===== src/rtl/prism_cfg_sequencer.sv =====
// Burst loader for the PRISM state table: drains a small word FIFO into consecutive
// debug-port addresses while holding PRISM in reset, sharing the port with host writes.

module prism_cfg_sequencer #(
  parameter int FIFO_DEPTH  = 4,
  parameter int ADDR_W      = 6,
  parameter int HOLD_CYCLES = 2
) (
  input  logic              clk,
  input  logic              rst_n,
  input  logic [ADDR_W-1:0] i_host_addr,
  input  logic [31:0]       i_host_wdata,
  input  logic              i_host_wr,
  input  logic              i_ctrl_wr,
  input  logic [31:0]       i_ctrl_wdata,
  input  logic              i_fifo_wr,
  input  logic [31:0]       i_fifo_wdata,
  output logic [31:0]       o_status,
  output logic [ADDR_W-1:0] o_dbg_addr,
  output logic [31:0]       o_dbg_wdata,
  output logic              o_dbg_wr,
  output logic              o_prism_reset_req,
  output logic              o_prism_enable_req,
  output logic              o_done_irq
);

  typedef enum logic [1:0] {
    S_IDLE    = 2'd0,
    S_HOLD    = 2'd1,
    S_LOAD    = 2'd2,
    S_RELEASE = 2'd3
  } state_t;

  localparam int PW = $clog2(FIFO_DEPTH);
  localparam int HW = (HOLD_CYCLES > 1) ? $clog2(HOLD_CYCLES) : 1;
  localparam logic [HW-1:0]     HOLD_LAST = HW'(HOLD_CYCLES - 1);
  localparam logic [ADDR_W-1:0] ADDR_STEP = ADDR_W'(4);

  state_t            r_state, w_next;
  logic [31:0]       r_mem [FIFO_DEPTH];
  logic [PW:0]       r_wrPtr, r_rdPtr, w_level;
  logic              w_empty, w_full, w_push, w_issue;
  logic              w_ctrlStart, w_ctrlAbort, w_ctrlClr, w_busy;
  logic [31:0]       w_head;
  logic [ADDR_W-1:0] r_curAddr;
  logic [5:0]        r_remaining;
  logic [HW-1:0]     r_holdCnt;
  logic              r_autoEn, r_enable, r_done, r_overflow, r_startErr;
  logic              w_unusedCtrl;

  assign w_ctrlAbort = i_ctrl_wr & i_ctrl_wdata[30];
  assign w_ctrlStart = i_ctrl_wr & i_ctrl_wdata[31] & ~i_ctrl_wdata[30];
  assign w_ctrlClr   = i_ctrl_wr & i_ctrl_wdata[29];
  assign w_unusedCtrl = ^{i_ctrl_wdata[28:17], i_ctrl_wdata[15:14],
                          i_ctrl_wdata[7:6], i_ctrl_wdata[1:0]};
  assign w_busy      = (r_state != S_IDLE);

  // Pointers carry an extra wrap bit, so a level of exactly FIFO_DEPTH sets its MSB.
  assign w_level = r_wrPtr - r_rdPtr;
  assign w_empty = (r_wrPtr == r_rdPtr);
  assign w_full  = w_level[PW];
  assign w_head  = r_mem[r_rdPtr[PW-1:0]];
  assign w_issue = (r_state == S_LOAD) & ~w_empty & ~i_host_wr;
  assign w_push  = i_fifo_wr & (~w_full | w_issue);

  always_ff @(posedge clk or negedge rst_n) begin
    if (!rst_n) begin
      r_wrPtr <= '0;
      r_rdPtr <= '0;
      for (int i = 0; i < FIFO_DEPTH; i++) r_mem[i] <= '0;
    end else if (w_ctrlAbort) begin
      r_wrPtr <= '0;
      r_rdPtr <= '0;
    end else begin
      if (w_push) begin
        r_mem[r_wrPtr[PW-1:0]] <= i_fifo_wdata;
        r_wrPtr <= r_wrPtr + 1'b1;
      end
      if (w_issue) r_rdPtr <= r_rdPtr + 1'b1;
    end
  end

  always_ff @(posedge clk or negedge rst_n) begin
    if (!rst_n) r_state <= S_IDLE;
    else        r_state <= w_next;
  end

  always_comb begin
    w_next = r_state;
    case (r_state)
      S_IDLE:    if (w_ctrlStart) w_next = (i_ctrl_wdata[13:8] == 6'd0) ? S_RELEASE : S_HOLD;
      S_HOLD:    if (r_holdCnt == HOLD_LAST) w_next = S_LOAD;
      S_LOAD:    if (w_issue && r_remaining == 6'd1) w_next = S_RELEASE;
      S_RELEASE: w_next = S_IDLE;
      default:   w_next = S_IDLE;
    endcase
    if (w_ctrlAbort) w_next = S_IDLE;
  end

  // Sticky bits are cleared first so that a same-cycle set always wins.
  always_ff @(posedge clk or negedge rst_n) begin
    if (!rst_n) begin
      r_curAddr   <= '0;
      r_remaining <= '0;
      r_holdCnt   <= '0;
      r_autoEn    <= 1'b0;
      r_enable    <= 1'b0;
      r_done      <= 1'b0;
      r_overflow  <= 1'b0;
      r_startErr  <= 1'b0;
    end else begin
      if (w_ctrlClr) begin
        r_done     <= 1'b0;
        r_startErr <= 1'b0;
        r_overflow <= 1'b0;
      end
      if (i_fifo_wr && w_full && !w_issue) r_overflow <= 1'b1;
      if (w_ctrlStart && w_busy) r_startErr <= 1'b1;
      r_holdCnt <= (r_state == S_HOLD) ? r_holdCnt + HW'(1) : '0;
      if (r_state == S_IDLE && w_ctrlStart) begin
        r_curAddr   <= {i_ctrl_wdata[ADDR_W-1:2], 2'b00};
        r_remaining <= i_ctrl_wdata[13:8];
        r_autoEn    <= i_ctrl_wdata[16];
        r_enable    <= 1'b0;
      end
      if (w_issue) begin
        r_curAddr   <= r_curAddr + ADDR_STEP;
        r_remaining <= r_remaining - 6'd1;
      end
      if (r_state == S_RELEASE && !w_ctrlAbort) begin
        r_enable <= r_autoEn;
        r_done   <= 1'b1;
      end
    end
  end

  always_comb begin
    o_dbg_wr    = i_host_wr | w_issue;
    o_dbg_addr  = i_host_wr ? i_host_addr  : r_curAddr;
    o_dbg_wdata = i_host_wr ? i_host_wdata : w_head;
  end

  assign o_prism_reset_req  = (r_state == S_HOLD) | (r_state == S_LOAD);
  assign o_prism_enable_req = r_enable;
  assign o_done_irq         = r_done;

  always_comb begin
    o_status                 = '0;
    o_status[0]              = w_busy;
    o_status[1]              = r_done;
    o_status[2]              = r_overflow;
    o_status[3]              = r_startErr;
    o_status[4 +: PW+1]      = w_level;
    o_status[13:8]           = r_remaining;
    o_status[16 +: ADDR_W]   = r_curAddr;
    o_status[26:24]          = {1'b0, r_state};
  end

endmodule


===== config.mk =====
export PLATFORM = sky130hd
export DESIGN_NAME = prism_cfg_sequencer
export DESIGN_NICKNAME = d
export VERILOG_FILES = /design/src/rtl/prism_cfg_sequencer.sv
export SDC_FILE = /design/constraint.sdc
export NUM_CORES = 1
export LEC_CHECK = 0
export CAP_MARGIN = 15
export CORE_MARGIN = 2
export CORE_UTILIZATION = 54
export CTS_CLUSTER_SIZE = 40
export DETAILED_ROUTE_END_ITERATION = 8
export PLACE_DENSITY = 0.83
export SETUP_SLACK_MARGIN = 0.15
export SLEW_MARGIN = 0
export SYNTH_ARGS = -nofsm -noshare
export SYNTH_HDL_FRONTEND = slang
export SYNTH_SLANG_ARGS = --single-unit

===== constraint.sdc =====
create_clock -name clk -period 8.15 [get_ports clk]
set_clock_uncertainty 0.2 [all_clocks]
set_input_delay 2.445 -clock clk [delete_from_list [all_inputs] [get_ports clk]]
set_output_delay 2.445 -clock clk [all_outputs]
set_load 0.005 [all_outputs]

* Yosys cells after proc, flatten, opt, wreduce, memory -nomap -nowiden
Cells that the tools add are included.
Storage, ports and cells: output and inout port bits 74, logic and storage cells 99, bits of input ports 107, bits in registers 154
Cells by class: equality and inequality tests 8, reduce and logical (&&, ||, !) cells 21, $add $sub $neg 6, bitwise operators 17, $lt $le $gt $ge 3, mux-type cells 29
Operator list (number):
- $bwmux 128 | 1
- $mux 32 | 4
- $bmux 32 s2 | 1
- $demux 32 s2 | 1
- $mux 6 | 5
- $reduce_bool 2->1 | 8
- $mux 3 | 4
- $mux 2 | 5
- $pmux 2 s4 | 1
- $and 1x1->1 | 7
- $logic_and 1x1->1 | 7
- $mux 1 | 7
- $add 3x1->3 const B | 2
- $add 6x3->6 const B | 1
- $eq 6x1->1 const B | 1
- $ge 3x3->1 const B | 2
- $logic_not 6->1 | 1
- $ne 3x3->1 const B | 2
- $not 2->3 | 2
- $sub 6x1->6 const B | 1
- $not 1->1 | 5
- $eq 2x2->1 const B | 2
- $eq 3x3->1 | 1
- $lt 3x1->1 const B | 1
- other kinds (9) | 12

* Depth between registers and ports, before layout
Gate-level depths: netlist of the first run.
depth after elaboration 8, depth in mapped cells 9, gate-level depth less buffers 7

* Worst setup path before layout of the first run
No wires, ideal clock.
path kind in2out, start point input i_host_wr, end point output o_dbg_wdata[19], required time 5505 ps, data arrival time 3461 ps, buffers on the path 2, stages 3, slack 2044 ps, cell sequence buf_1 > buf_1 > mux2_2
On the way: cells in the longest elaborated chain, start to end 1
Ends and longest elaborated chain:
- from (decl) | line 13 | input logic i_host_wr,
- $mux 32 | line 140 | o_dbg_wdata = i_host_wr ? i_host_wdata : w_head;
- to (decl) | line 20 | output logic [31:0] o_dbg_wdata,
Every way passes these cells.

* Worst setup path in the final report of the first run
start point input i_host_wr, end point output o_dbg_wdata[21]
Same word-level chain as after synthesis.

==> results.json, run 1 <==
{
  "core_sq_um": 13900,
  "crit_path_end_kind": "output pin",
  "die-width_um": 124,
  "ys.flop_type": "dfrtp_1",
  "final_nets": 791,
  "cpMaxStageDelayCell": "buf_2",
  "slew_viol_final": 0,
  "r2r_setup_slack_ns": 4.33,
  "fin_crit_sh_pct": 82.6,
  "grt_pass1_wl_mm": 26.1,
  "worstPathMaxFanout": 42,
  "worst_pin_slew_ns": 0.990,
  "ant_nets": 0,
  "cts_resized": 0,
  "pwr-share-seq_pct": 38.2,
  "grtUsageTotal_pct": 22.4,
  "row_count": 43,
  "worst_hold_slack_ns": 0.246,
  "wire_per_inst_um": 18.9,
  "numPortBuffers": 149,
  "ys_ff_latch": 152,
  "drc": 0,
  "cts_made_buffers": 17,
  "register_area_sq_um": 3810,
  "cts.clk_slew.worst_paths_ns": 0.06,
  "synthArstFlopShare_pct": 100,
  "fillers": 950,
  "max-vdd-ir-drop_v": 0.000181,
  "grt_start_max_net_pins": 92,
  "p_sw_share_pct": 29.2,
  "io_pins": 181,
  "max-slew-margin-rel_pct": 34.0,
  "dp_cells": 830,
  "pwr-share-comb_pct": 41.3,
  "critPathLaunchType": "input port",
  "antenna_found_initial": 0,
  "crit_end": "o_dbg_wdata[21]",
  "p_leak_nw": 4.15,
  "min_path_type": "register to register",
  "clock.fmax_mhz": 149,
  "crit_family": "buffers and inverters",
  "critPathMaxStageDelay_ns": 0.74,
  "finalWeightedCongestion": 0.805,
  "power.switching_w": 0.00105,
  "drive_above_1_share_pct": 36.8,
  "finalSetupViolations": 0,
  "cp_num_cells": 3,
  "p_int_w": 0.00255,
  "rr_startpoint": "r_rdPtr[1]",
  "synthToLayoutAreaGrowth_pct": 26.5,
  "via_count": 4903,
  "cap_violations": 0,
  "yosysWarnings": 0,
  "h-tree-depth": 4,
  "power.density_nw_per_um2": 367,
  "multi_input_area_sq_um": 3610,
  "drtPass1Iterations": 4,
  "critical_path_arrival_ns": 4.09,
  "viasPerCell": 5.69,
  "crit_required_ns": 5.51,
  "min_period_ns": 6.73,
  "routed_wl_mm": 16.3,
  "synth.distinct_cells": 47,
  "clkLatencyLatePin_ns": 0.42,
  "initial_core_util_pct": 55.7,
  "grt_pass1_vias": 5296,
  "crit_buf_inv": 2,
  "cts_tree": "built",
  "outcome": "finished clean",
  "drt-initial-drc-count": 233,
  "synth_cells": 527,
  "path_cells": "buf_2 -> mux2_2 -> clkdlybuf4s50_1",
  "pwr-share-clk_pct": 20.5,
  "gr-total-overflow": 0,
  "postSynthAreaPerCell_sq_um": 14.7,
  "hold_viol": 0,
  "dpl.hpwl_mm": 11.0,
  "cts_sinks": 152,
  "clock_path_buffers": 2,
  "die_h_um": 124,
  "clockRootBuffer": "clkbuf_16",
  "place_area_sq_um": 9240,
  "fin_tns_setup_ns": 0,
  "layoutNonFillerInstCount": 862,
  "dieArea_sq_um": 15300,
  "synth_edf_count": 0,
  "post_cts_buffers": 0,
  "fin_area_sq_um": 9810,
  "synth.yosys.seq_area_share_pct": 49.0,
  "diodes": 0,
  "r2r_cells": 6,
  "rsz0062_at_grt": "false",
  "rr_endpoint": "r_mem[15]",
  "crit_type": "input port to output pin",
  "cts_hold_buf": 0,
  "worstSetupStartpoint": "i_host_wr",
  "synth_area_sq_um": 7760
}
[cell usage after synthesis (2+ instances only)]
cell type	instances	area, sq um
mux2i_1	3	30.0
ha_1	14	175
and3_1	2	12.5
o221a_2	6	67.6
nor3_1	2	10.0
buf_6	13	146
a21oi_1	8	40.0
inv_1	12	45.0
o21ai_0	9	45.0
a211oi_1	3	22.5
clkbuf_1	9	33.8
nor2b_1	2	12.5
nor3b_1	2	15.0
dfrtp_1	152	3800
buf_1	4	15.0
nor2_1	3	11.3
mux4_2	32	721
buf_2	3	15.0
a32o_1	2	20.0
mux2_1	5	56.3
and2_1	5	31.3
mux2_4	10	150
o31ai_1	2	15.0
mux2_2	154	1730
buf_4	17	128
nand2_1	17	63.8
a21boi_0	2	15.0
nand2b_1	2	12.5
nand3_1	10	50.1
o211ai_4	4	85.1
xnor2_1	2	17.5
[logic make-up (layout without fill, tap and decap cells)]
logic type,after synthesis,count (layout),synth area share [%]
muxes,204,204,34.7
xor gates and xnor gates,4,4,0.645
adders and majority gates,15,15,2.52
DFF,152,152,49.0
and+or+nand+nor,50,50,3.31
AOI/OAI and AO/OA,42,42,4.77
other,1,13,0.0483
buffers and inverters,59,202,5.00
[power by group through the flow]
stage / clock network (W) / logic, W / registers (W)
after global placement: 0 / 0.00145 / 0.00134
after CTS: 0.000752 / 0.00151 / 0.00138
after global routing: 0.000785 / 0.00162 / 0.00142
after detailed placement: 0 / 0.00150 / 0.00139
after floorplan: 0 / 0.00106 / 0.00127
final: 0.000738 / 0.00149 / 0.00137
[metrics by stage]
stage	setup slack (ns)	utilization, %	total power [W]
final	1.42	70.4	0.00360
after global routing	1.32	70.4	0.00383
after CTS	1.38	70.4	0.00364
after detailed placement	1.40	66.3	0.00289
after global placement	1.47	66.3	0.00279
after floorplan	2.04	-	0.00233
[final cells by class]
| cell class | count | area share, % |
|---|---|---|
| Timing Repair Buffer | 158 | 15.9 |
| Clock inverter | 5 | 0.357 |
| Multi-Input combinational cell | 328 | 36.8 |
| Sequential cell | 152 | 38.8 |
| Clock buffer | 27 | 5.43 |
| Tap cell | 180 | 2.30 |
| Inverter | 12 | 0.459 |
[registers in the layout (all words and copies together) (netlist names)]
signal,flops
r_state,2
r_holdCnt,1
r_remaining,6
r_wrPtr,3
r_curAddr,4
r_mem,128
o_done_irq,1
r_startErr,1
r_autoEn,1
r_rdPtr,3
o_prism_enable_req,1
r_overflow,1
[per-layer routing]
metal | share of wire [%] | up-vias | GRT usage [%]
li1 | - | 2205 | -
met1 | 41 | 2520 | 28.1
met2 | 52 | 162 | 38.3
met3 | 6.1 | 16 | 5.82
met4 | 1.0 | 0 | 7.10
met5 | 0 | - | 0
[layout by cell type, fill, tap and decap left out, types with 8 or more instances in the layout]
cell type | netlist | routed
clkbuf_16 | 0 | 17
nand2_1 | 17 | 17
mux4_2 | 32 | 32
ha_1 | 14 | 14
a21oi_1 | 8 | 8
mux2_2 | 154 | 154
o21ai_0 | 9 | 9
nand3_1 | 10 | 10
inv_1 | 12 | 12
clkdlybuf4s50_1 | 0 | 147
conb_1 | 1 | 13
mux2_4 | 10 | 10
buf_4 | 17 | 9
dfrtp_1 | 152 | 150
[how the worst min path moves through the flow]
stage / start / slack, ns / cells past startpoint / end
3_5_place_dp: r_holdCnt / 0.24 / 1 / r_holdCnt
6_report: r_holdCnt / 0.25 / 1 / r_holdCnt
2_1_floorplan: r_holdCnt / 0.21 / 1 / r_holdCnt
5_1_grt: r_holdCnt / 0.26 / 1 / r_holdCnt
4_1_cts: r_holdCnt / 0.24 / 1 / r_holdCnt
3_3_place_gp: r_holdCnt / 0.23 / 1 / r_holdCnt
Power figures use the tool's default switching activity.
==> inputs of run 2 (changes only) <==
Settings changed: CORE_UTILIZATION 54 to 46, PLACE_DENSITY 0.83 to 0.75.
Clock period 8.15 ns to 5.5 ns, I/O delays scaled along.
==> run 2 against run 1 <==
  * Non-clock buffer count increased by 5
  * Design area increased by 1.1%
  * Via count decreased by 0.35%
  * Total power increased by 49%
  * Combinational power increased by 50%
  * Critical path type unchanged
  * Critical endpoint is now o_dbg_wdata[5]
==> results.json, run 2 (same netlist as run 1, synthesis figures left out) <==
{
  "h-tree-depth": 4,
  "die_h_um": 134,
  "numPortBuffers": 149,
  "die-width_um": 134,
  "cts_hold_buf": 0,
  "final_nets": 796,
  "pwr-share-clk_pct": 20.2,
  "rr_endpoint": "r_mem[79]",
  "gr-total-overflow": 0,
  "synthToLayoutAreaGrowth_pct": 27.8,
  "hold_viol": 0,
  "clock_path_buffers": 2,
  "critPathLaunchType": "input port",
  "drtPass1Iterations": 4,
  "finalSetupViolations": 0,
  "clockRootBuffer": "clkbuf_16",
  "largest_register": "r_mem",
  "dpl.hpwl_mm": 11.6,
  "worstSetupStartpoint": "i_host_wr",
  "worstPathMaxFanout": 23,
  "dieArea_sq_um": 17900,
  "diodes": 0,
  "r2r_setup_slack_ns": 1.90,
  "final_core_util_pct": 60.0,
  "pwr-share-seq_pct": 38.1,
  "final_cell_mix": "mux2_2 (154), dfrtp_1 (150), clkdlybuf4s50_1 (147)",
  "crit_buf_inv": 3,
  "power.density_nw_per_um2": 540,
  "row_count": 47,
  "cts.clk_slew.worst_paths_ns": 0.06,
  "cts_made_buffers": 17,
  "io_pins": 181,
  "finalWeightedCongestion": 0.811,
  "outcome": "finished clean",
  "drt-initial-drc-count": 208,
  "reg_top3": "r_mem x128, r_remaining x6, r_curAddr x4",
  "slew_viol_final": 0,
  "initial_core_util_pct": 47.0,
  "clkLatencyLatePin_ns": 0.42,
  "critical_path_arrival_ns": 3.18,
  "pwr-share-comb_pct": 41.8,
  "viasPerCell": 5.39,
  "grt_pass1_wl_mm": 27.7,
  "ant_nets": 0,
  "rr_startpoint": "r_rdPtr[0]",
  "place_ws_ns": 0.464,
  "cpMaxStageDelayCell": "buf_2",
  "min_from": "r_holdCnt",
  "max-vdd-ir-drop_v": 0.000328,
  "fin_crit_sh_pct": 91.4,
  "p_leak_nw": 4.18,
  "crit_path_end_kind": "output pin",
  "cts_sinks": 152,
  "hold-path-cell-count": 1,
  "cap_violations": 0,
  "r2r_cells": 7,
  "grt_pass1_vias": 5284,
  "p_sw_share_pct": 29.2,
  "cts_resized": 0,
  "final_common_cell": "mux2_2",
  "core_sq_um": 16500,
  "routed_wl_mm": 16.9,
  "rsz0062_at_grt": "false",
  "fin_tns_setup_ns": 0,
  "via_count": 4886,
  "post_cts_buffers": 0,
  "worst_pin_slew_ns": 0.826,
  "crit_family": "buffers and inverters",
  "crit_type": "input port to output pin",
  "worstHoldEndpoint": "r_holdCnt",
  "cts_tree": "built",
  "crit_required_ns": 3.65,
  "grt_start_max_net_pins": 92,
  "largest_reg_flops": 128,
  "min_path_type": "register to register",
  "clock.fmax_mhz": 199,
  "fillers": 1263,
  "power.switching_w": 0.00156,
  "p_int_w": 0.00379,
  "fin_ws_ns": 0.474,
  "antenna_found_initial": 0,
  "min_period_ns": 5.03,
  "power_w": 0.00535,
  "critPathMaxStageDelay_ns": 0.44,
  "grtUsageTotal_pct": 19.9,
  "drive_above_1_share_pct": 36.4,
  "path_cells": "buf_2 -> buf_12 -> mux2_2 -> clkdlybuf4s50_1",
  "max-slew-margin-rel_pct": 44.9,
  "drc": 0,
  "wire_per_inst_um": 18.7
}
[run 2: changes by cell type in the layout (fill, tap and decap cells not counted)]
| cell | before | now |
|---|---|---|
| clkbuf_1 | 3 | 8 |
| buf_12 | 0 | 4 |
| clkbuf_8 | 7 | 3 |
| clkinv_4 | 2 | 0 |
| buf_4 | 9 | 10 |
| bufinv_16 | 0 | 1 |
| clkinvlp_4 | 1 | 0 |
[run 2: routing by layer]
metal / vias to the layer above / routed length [um] / track usage, %
met5: - / 0 / 0
met4: 0 / 140 / 5.56
met3: 16 / 940 / 5.71
met2: 143 / 8450 / 33.2
met1: 2507 / 7380 / 25.6
li1: 2220 / - / -
[run 2: per-stage QoR]
step | instances | area [sq um] | hold slack [ns]
6_report | 906 | 9920 | 0.241
5_1_grt | 906 | 9920 | 0.286
4_1_cts | 906 | 9920 | 0.241
3_5_place_dp | 875 | 9380 | 0.234
3_3_place_gp | 875 | 9380 | 0.226
2_1_floorplan | 539 | 7800 | 0.210
[run 2: worst max path at each step]
| stage | depth (start not counted) | slack [ns] | end |
|---|---|---|---|
| 5_1_grt | 4 | 0.39 | o_dbg_wdata[2] |
| 3_3_place_gp | 4 | 0.48 | o_dbg_wdata[5] |
| 2_1_floorplan | 3 | 0.98 | o_dbg_wdata[19] |
| 4_1_cts | 4 | 0.46 | o_dbg_wdata[5] |
| 3_5_place_dp | 4 | 0.46 | o_dbg_wdata[5] |
| 6_report | 4 | 0.47 | o_dbg_wdata[5] |
[run 2: power groups by stage]
stage	Sequential (W)	Clock (W)	Combinational, W
floorplan	0.00189	0	0.00156
global placement	0.00200	0	0.00219
detailed placement	0.00206	0	0.00226
CTS	0.00204	0.00110	0.00227
global route	0.00212	0.00115	0.00241
finish	0.00204	0.00108	0.00224
[run 2: final cells by class]
type	count	area, sq um	share of cell area [%]
clock inverter	3	40.0	0.404
tap	220	275	2.78
timing repair buffer	163	1640	16.6
multi-input combinational	328	3610	36.4
sequential	152	3810	38.4
inverter	12	45.0	0.454
clock buffer	28	497	5.01
==> inputs of run 3 (changes only) <==
Settings changed: CTS_BUF_LIST set to sky130_fd_sc_hd__clkbuf_16.
==> run 3 against run 2 <==
  * Global-route usage barely moved
  * Total power fell by 1.2%
  * Worst hold slack barely moved
  * Wire length fell by 0.15%
  * Setup slack improved by 0.0027 ns
  * Via count rose by 0.39%
  * Largest power group unchanged
==> results.json, run 3 (same netlist as run 1, synthesis figures left out) <==
{
  "h-tree-depth": 4,
  "gr-total-overflow": 0,
  "critPathLaunchType": "input port",
  "cpMaxStageDelayCell": "buf_2",
  "die-width_um": 134,
  "drt-initial-drc-count": 222,
  "viasPerCell": 5.41,
  "min_path_type": "register to register",
  "largest_register": "r_mem",
  "drc": 0,
  "pwr-share-seq_pct": 38.5,
  "min_period_ns": 5.02,
  "pwr-share-comb_pct": 42.2,
  "finalWeightedCongestion": 0.811,
  "drtPass1Iterations": 4,
  "cap_violations": 0,
  "worst_pin_slew_ns": 0.834,
  "row_count": 47,
  "post_cts_buffers": 0,
  "clockRootBuffer": "clkbuf_16",
  "outcome": "finished clean",
  "reg_top3": "r_mem x128, r_remaining x6, r_curAddr x4",
  "pwr-share-clk_pct": 19.2,
  "crit_family": "buffers and inverters",
  "fin_crit_sh_pct": 91.3,
  "critical_path_arrival_ns": 3.17,
  "cts_resized": 0,
  "crit_path_end_kind": "output pin",
  "hold_viol": 0,
  "grt_start_max_net_pins": 92,
  "final_nets": 796,
  "fin_tns_setup_ns": 0,
  "grt_pass1_vias": 5280,
  "ant_nets": 0,
  "initial_core_util_pct": 47.0,
  "wire_per_inst_um": 18.6,
  "cts_hold_buf": 0,
  "clkLatencyLatePin_ns": 0.42,
  "fin_area_sq_um": 9890,
  "core_sq_um": 16500,
  "cts_made_buffers": 17,
  "worst_hold_slack_ns": 0.241,
  "antenna_found_initial": 0,
  "cts.clk_slew.worst_paths_ns": 0.06,
  "max-vdd-ir-drop_v": 0.000263,
  "p_leak_nw": 4.20,
  "io_pins": 181,
  "power.density_nw_per_um2": 535,
  "path_cells": "buf_2 -> buf_12 -> mux2_2 -> clkdlybuf4s50_1",
  "die_h_um": 134,
  "final_cell_mix": "mux2_2 (154), dfrtp_1 (150), clkdlybuf4s50_1 (147)",
  "max-slew-margin-rel_pct": 44.4,
  "final_common_cell": "mux2_2",
  "finalSetupViolations": 0,
  "via_count": 4905,
  "cts_tree": "built",
  "diodes": 0,
  "synthToLayoutAreaGrowth_pct": 27.4,
  "power.switching_w": 0.00155,
  "drive_above_1_share_pct": 36.0,
  "p_int_w": 0.00373,
  "numPortBuffers": 149,
  "crit_buf_inv": 3,
  "dieArea_sq_um": 17900,
  "p_sw_share_pct": 29.4,
  "grtUsageTotal_pct": 19.9,
  "grt_pass1_wl_mm": 27.7,
  "dpl.hpwl_mm": 11.6,
  "cts_sinks": 152,
  "rsz0062_at_grt": "false",
  "slew_viol_final": 0,
  "clock.fmax_mhz": 199,
  "crit_required_ns": 3.65,
  "crit_type": "input port to output pin",
  "clock_path_buffers": 2,
  "largest_reg_flops": 128,
  "place_area_sq_um": 9380,
  "critPathMaxStageDelay_ns": 0.44,
  "routed_wl_mm": 16.9,
  "worstPathMaxFanout": 23
}
run 3: changes by cell type in the layout (fill, tap and decap cells not counted):
cell | previous run | this run
clkbuf_1 | 8 | 0
inv_1 | 12 | 20
clkbuf_8 | 3 | 0
clkinv_1 | 0 | 3
run 3: path summary, 6_finish.rpt:
kind                       startpoint             end  slack, ns  cells past startpoint
min in group asynchronous       rst_n      r_mem[125]       1.11                      1
setup reg to reg           r_rdPtr[0]       r_mem[79]       1.91                      7
hold / removal              r_holdCnt       r_holdCnt       0.24                      1
hold reg to reg             r_holdCnt       r_holdCnt       0.24                      1
setup / recovery            i_host_wr  o_dbg_wdata[5]       0.48                      4
max in group asynchronous       rst_n       r_mem[71]       3.00                      2
run 3: final cells by class:
| class | instances | area, sq um |
|---|---|---|
| inverters | 12 | 45.0 |
| repair buffers | 163 | 1640 |
| flip-flops and latches | 152 | 3810 |
| well taps | 220 | 275 |
| clock buffers | 17 | 425 |
| clock inverters | 14 | 81.3 |
| fillers | 1268 | 6640 |
| multi-input cells | 328 | 3610 |
run 3: per-stage QoR:
| stage | total power (W) | worst slack [ns] | cells | utilization [%] |
|---|---|---|---|---|
| 2_1_floorplan | 0.00345 | 0.984 | 539 | - |
| 3_3_place_gp | 0.00419 | 0.479 | 875 | 56.8 |
| 3_5_place_dp | 0.00431 | 0.464 | 875 | 56.8 |
| 4_1_cts | 0.00535 | 0.455 | 906 | 59.8 |
| 5_1_grt | 0.00562 | 0.393 | 906 | 59.8 |
| 6_report | 0.00529 | 0.477 | 906 | 59.8 |
run 3: power by group through the flow:
stage / clock network [W] / logic (W) / registers, W
after floorplan: 0 / 0.00156 / 0.00189
after global placement: 0 / 0.00219 / 0.00200
after detailed placement: 0 / 0.00226 / 0.00206
after CTS: 0.00104 / 0.00227 / 0.00204
after global routing: 0.00109 / 0.00241 / 0.00212
final: 0.00102 / 0.00223 / 0.00204
run 3: worst reg2reg max path, stage by stage, from the launching register on:
cell and delay (ns):
dfrtp_2 0.69, ha_1 0.35, fa_1 0.38, xnor3_2 0.25
and2_1 0.32, o211ai_4 0.66, buf_12 0.26, mux2_2 0.37
run 3: layer usage:
layer  share of wire [%]  routed length [um]  up-vias  global-route usage [%]
li1                    -                   -     2226                       -
met1                  44                7370     2513                    25.6
met2                  50                8380      148                    33.1
met3                 5.8                 973       18                    5.37
met4                0.95                 161        0                    6.09
met5                   0                   0        -                       0
==> variant 1, RTL diff (config.mk and constraints of run 1) <==
Add an input register stage for `i_ctrl_wdata`, without a reset; this delays it by one clock. The other inputs are not delayed to match.
--- a/src/rtl/prism_cfg_sequencer.sv
+++ b/src/rtl/prism_cfg_sequencer.sv
@@ -38,2 +38,8 @@
 
+  logic [31:0] i_ctrl_wdata_q;
+
+  always_ff @(posedge clk) begin
+    i_ctrl_wdata_q <= i_ctrl_wdata;
+  end
+
   state_t            r_state, w_next;
@@ -50,7 +56,7 @@
 
-  assign w_ctrlAbort = i_ctrl_wr & i_ctrl_wdata[30];
-  assign w_ctrlStart = i_ctrl_wr & i_ctrl_wdata[31] & ~i_ctrl_wdata[30];
-  assign w_ctrlClr   = i_ctrl_wr & i_ctrl_wdata[29];
-  assign w_unusedCtrl = ^{i_ctrl_wdata[28:17], i_ctrl_wdata[15:14],
-                          i_ctrl_wdata[7:6], i_ctrl_wdata[1:0]};
+  assign w_ctrlAbort = i_ctrl_wr & i_ctrl_wdata_q[30];
+  assign w_ctrlStart = i_ctrl_wr & i_ctrl_wdata_q[31] & ~i_ctrl_wdata_q[30];
+  assign w_ctrlClr   = i_ctrl_wr & i_ctrl_wdata_q[29];
+  assign w_unusedCtrl = ^{i_ctrl_wdata_q[28:17], i_ctrl_wdata_q[15:14],
+                          i_ctrl_wdata_q[7:6], i_ctrl_wdata_q[1:0]};
   assign w_busy      = (r_state != S_IDLE);
@@ -90,3 +96,3 @@
     case (r_state)
-      S_IDLE:    if (w_ctrlStart) w_next = (i_ctrl_wdata[13:8] == 6'd0) ? S_RELEASE : S_HOLD;
+      S_IDLE:    if (w_ctrlStart) w_next = (i_ctrl_wdata_q[13:8] == 6'd0) ? S_RELEASE : S_HOLD;
       S_HOLD:    if (r_holdCnt == HOLD_LAST) w_next = S_LOAD;
@@ -120,5 +126,5 @@
       if (r_state == S_IDLE && w_ctrlStart) begin
-        r_curAddr   <= {i_ctrl_wdata[ADDR_W-1:2], 2'b00};
-        r_remaining <= i_ctrl_wdata[13:8];
-        r_autoEn    <= i_ctrl_wdata[16];
+        r_curAddr   <= {i_ctrl_wdata_q[ADDR_W-1:2], 2'b00};
+        r_remaining <= i_ctrl_wdata_q[13:8];
+        r_autoEn    <= i_ctrl_wdata_q[16];
         r_enable    <= 1'b0;
Formal check against the unedited RTL: not equivalent (Yosys sat finds a counterexample within 4 cycles, from zero or initial values and one cycle with rst_n low).
==> variant 1 against run 1 <==
- design area grew 1.4%
- non-clock buffer count shrank 7
- utilization shrank 1.5 points
- sequential share of layout area increased by 2.3 points
- register-to-register slack got worse by 260 ps
- global-route usage fell by 0.41 points
- critical endpoint is now o_dbg_wdata[31]
- sequential cell count grew 14
- setup slack worse by 62 ps
- total power fell by 1.8%
- clock power up 9.1%
- die area is 1.7% higher
- routed wire length is 2.0% higher
- area after synthesis increased by 1.7%
==> variant 1: results (changes against run 1) <==
outcome:
  status: "complete, no violations"
global_route:
  grt_pass1_wl_um: 27030  # +3.7%
  grt_util_all_layers: 0.2203  # -0.004102
  grt_max_degree: 101  # +9.8%
  grt_pass1_vias: 5175  # -2.3%
final_layout:
  layoutNonFillerInstCount: 877  # +1.7%
  final_nets: 802  # +1.4%
  drive_gt1_frac: 0.1703  # -0.1978
setup_path:
  worstPathArrival_ps: 4150  # +60 ps
  r2r_setup_slack_ps: 4070  # -260 ps
  reg2reg_to: "r_mem[60]"
  setup.worst_path.end: "o_dbg_wdata[31]"
  critPathMaxFanout: 43  # +2.4%
  r2r-start: "r_rdPtr[0]"
worst_hold_path:
  holdPathStages: 2  # +1
pwr:
  combPwrFrac: 0.367  # -0.046
  ir_drop_uv: 164.1  # -9.5%
  seqPwrFrac: 0.406  # +0.024
  p_sw_frac: 0.2936  # +0.001388
routing:
  viasPerCell: 5.591  # -1.7%
  drt_iter0_markers: 240  # +3.0%
  drt-pass1-iter-count: 5  # +1
  routedWlPerCell_um: 18.97  # +0.21%
synthesis:
  synthTopCellsByCount: "152 x dfrtp_1, 120 x mux2_1, 43 x mux2_2"
  synth_async_sr_flop_share: 0.9157  # -0.08434
  ys_top_cells_by_area: "dfrtp_1 48%, mux2_1 17%, mux4_2 9.1%"
  yosysUniqueCellTypes: 45  # -4.3%
  ys_seq_area_frac: 0.5174  # +0.02711
place:
  gp_congestion: 0.8215  # +2.0%
  place_hpwl_um: 10890  # -0.79%
sta:
  worstMarginPinSlew_ps: 1186  # +195.4 ps
## variant 1: cell types whose count changed after synthesis, sizes merged, moves of 4 or more
cell    before  now
nand2       17   21
a311oi       0    4
clkbuf      10   14
o211ai       5    0
a21oi        8   12
buf         37   32
nor2         3   14
o221a        6    0
dfxtp        0   14
mux2       169  163
## variant 1: through the flow
step	hold WS, ps	setup slack, ps	utilization	power [mW]	area [µm²]
global placement	210.2	1344	0.6484	2.667	9353
CTS	213.4	1335	0.6895	3.574	9945
global route	240.9	1262	0.6895	3.751	9945
floorplan	198.1	2141	-	2.232	7939
finish	212.5	1357	0.6895	3.536	9945
detailed placement	210.8	1330	0.6484	2.758	9353
## variant 1: worst min path at each step
stage / startpoint / to
final: i_ctrl_wdata_q[16] / r_autoEn
after global placement: i_ctrl_wdata_q[16] / r_autoEn
after CTS: i_ctrl_wdata_q[16] / r_autoEn
after global routing: i_ctrl_wdata_q[16] / r_autoEn
after floorplan: i_ctrl_wdata_q[16] / r_autoEn
after detailed placement: i_ctrl_wdata_q[16] / r_autoEn
## variant 1: cell type report
type	instances	area (µm²)
Sequential cell	166	4086
Clock inverter	10	127.6
Multi-Input combinational cell	330	3481
Clock buffer	22	464.2
Fill cell	1002	4479
Tap cell	184	230.2
Inverter	14	52.55
Timing Repair Buffer	151	1503
## variant 1: routing by layer
layer  track usage  vias to the layer above  wire, µm
met2        0.3764                      149      8571
met3       0.05198                       15       900
li1              -                     2213         -
met1        0.2831                     2526      6986
met4       0.06471                        0       181
met5             0                        -         0
## variant 1: logic make-up after synthesis
group	after synthesis	share of synthesized area
buffers and inverters	60	0.04818
other	1	0.0004751
and+or+nand+nor	62	0.04296
muxes	198	0.3276
adders and majority gates	15	0.02473
DFF	166	0.5174
AOI/OAI and AO/OA	37	0.03313
xor gates and xnor gates	5	0.005547
==> variant 2, RTL diff (settings of run 1) <==
Without the edit above. The parameter `HOLD_CYCLES` goes from 2 to 1.
--- a/src/rtl/prism_cfg_sequencer.sv
+++ b/src/rtl/prism_cfg_sequencer.sv
@@ -6,3 +6,3 @@
   parameter int ADDR_W      = 6,
-  parameter int HOLD_CYCLES = 2
+  parameter int HOLD_CYCLES = 1
 ) (
Formal check against the unedited RTL: not equivalent (Yosys sat finds a counterexample within 4 cycles, from zero or initial values and one cycle with rst_n low).
==> variant 2 against run 1 <==
- first-iteration DRC count grew 43%
- worst hold slack got worse by 19 ps
- area after synthesis down 1.7%
- combinational power fell by 13%
- largest cell class unchanged
- setup slack got worse by 100 ps
- total power down 5.9%
- routed wire length increased by 3.4%
- critical endpoint is now o_dbg_wdata[1]
- critical path depth is 3 higher
- clock power grew 1%
- design area shrank 1.6%
- sequential cell count stayed put
==> variant 2: results (changes against run 1) <==
outcome:
  status: "complete, no violations"
sta:
  fin_hold_ws_ps: 226.9  # -19.16 ps
  maxSlewHeadroom: 0.3403  # +0.0005630
  period_needed_ps: 6831  # +100.6 ps
final_layout:
  final_nets: 859  # +8.6%
  layoutNonFillerInstCount: 929  # +7.8%
  antenna_cells: 0  # unchanged
  top_regs: "r_mem (128), r_remaining (6), r_curAddr (4)"
  drive_gt1_frac: 0.2684  # -0.09968
place:
  place_inst: 898  # +8.2%
  place_ws_ps: 1300  # -102.8 ps
  port_buffers: 149  # unchanged
  placed_area_mm2: 0.009086  # -1.7%
  gp_congestion: 0.8469  # +5.2%
  place_hpwl_um: 10960  # about the same
clock_tree:
  hold_buffers: 0  # unchanged
  cts_made_buffers: 17  # unchanged
  cts.path.max_buffers: 2  # unchanged
  cts_setup_buffers: 0  # unchanged
  postCtsResizedCells: 0  # unchanged
  clk_pin_slew_ps: 60  # about the same
  h-tree-depth: 4  # unchanged
setup_path:
  r2r-start: "r_rdPtr[1]"
  worstSetupStartpoint: "i_host_wr"
  r2r_setup_slack_ps: 4620  # +290 ps
  worstPathArrival_ps: 4190  # +100 ps
  critPathMaxFanout: 42  # unchanged
pwr:
  p_int_mw: 2.393  # -6.1%
  ir_drop_uv: 193.1  # +6.5%
  leakagePower_nw: 4.212  # +1.5%
synthesis:
  ys_top_cells_by_area: "dfrtp_1 50%, mux2_2 18%, mux4_2 9.4%"
  ys_seq_area_frac: 0.4985  # +0.008281
  yosysUniqueCellTypes: 43  # -8.5%
  synthTopCellsByCount: "152 x dfrtp_1, 124 x nand2_1, 123 x mux2_2"
  yosys_warnings: 0  # unchanged
  synth_async_sr_flop_share: 1.000  # unchanged
  syn_avg_cell_area_um2: 12.70  # -14%
routing:
  viasPerCell: 5.536  # -2.7%
  drt_iter0_markers: 333  # +43%
  drt-pass1-iter-count: 5  # +1
  routed_wirelength_um: 16880  # +3.4%
global_route:
  grt_util_all_layers: 0.2370  # +0.01263
  grt_antenna_before_repair: 0  # unchanged
  grt_pass1_vias: 5296  # unchanged
  grt_pass1_wl_um: 26900  # +3.2%
  grt_max_degree: 78  # -15%
worst_hold_path:
  hp-class: "flop to flop"
-- variant 2: layout make-up --
cell class	instances	area (µm²)
sequential	152	3806
clock inverter	8	70.07
tap	180	225.2
fill	947	4173
timing repair buffer	154	1525
clock buffer	23	498.0
multi-input combinational	400	3485
inverter	12	45.04
-- variant 2: critical path, stage by stage --
cell and delay, ps:
buf_2 630, clkinv_1 200, buf_4 270, nand2_1 120, nand2_1 60, clkdlybuf4s50_1 440
-- variant 2: worst paths after layout --
kind | end | cells after the start
max | o_dbg_wdata[1] | 6
min | r_holdCnt | 1
max reg2reg | r_mem[24] | 7
min reg2reg | r_holdCnt | 1
max in group asynchronous | r_rdPtr[1] | 2
min in group asynchronous | r_mem[80] | 1
-- variant 2: metal layers --
metal  track usage  vias to the layer above  share of wire  wire length [µm]
met3       0.06599                       14          0.076              1288
met1        0.3011                     2580           0.41              6908
met4       0.06825                        0          0.013               212
met5             0                        -              0                 0
met2        0.3985                      195           0.50              8468
li1              -                     2354              -                 -
-- variant 2: cells by family after synthesis --
group | synth area share
compound gates | 0.03149
xor+xnor | 0.006887
fa+ha+maj | 0.02558
buf+inv | 0.05067
flops | 0.4985
mux | 0.2919
other cells | 0.0004915
simple gates | 0.09446
-- variant 2: power by group through the flow --
stage | logic [mW] | registers (mW) | clock network, mW
final | 1.29 | 1.35 | 0.747
after global routing | 1.41 | 1.40 | 0.793
after CTS | 1.31 | 1.35 | 0.760
after detailed placement | 1.30 | 1.36 | 0
after global placement | 1.25 | 1.31 | 0
after floorplan | 0.905 | 1.28 | 0
-- variant 2: metrics by stage --
stage	power (mW)	utilization
after CTS	3.417	0.6982
final	3.389	0.6982
after global routing	3.602	0.6982
after detailed placement	2.660	0.6571
after floorplan	2.180	-
after global placement	2.562	0.6571
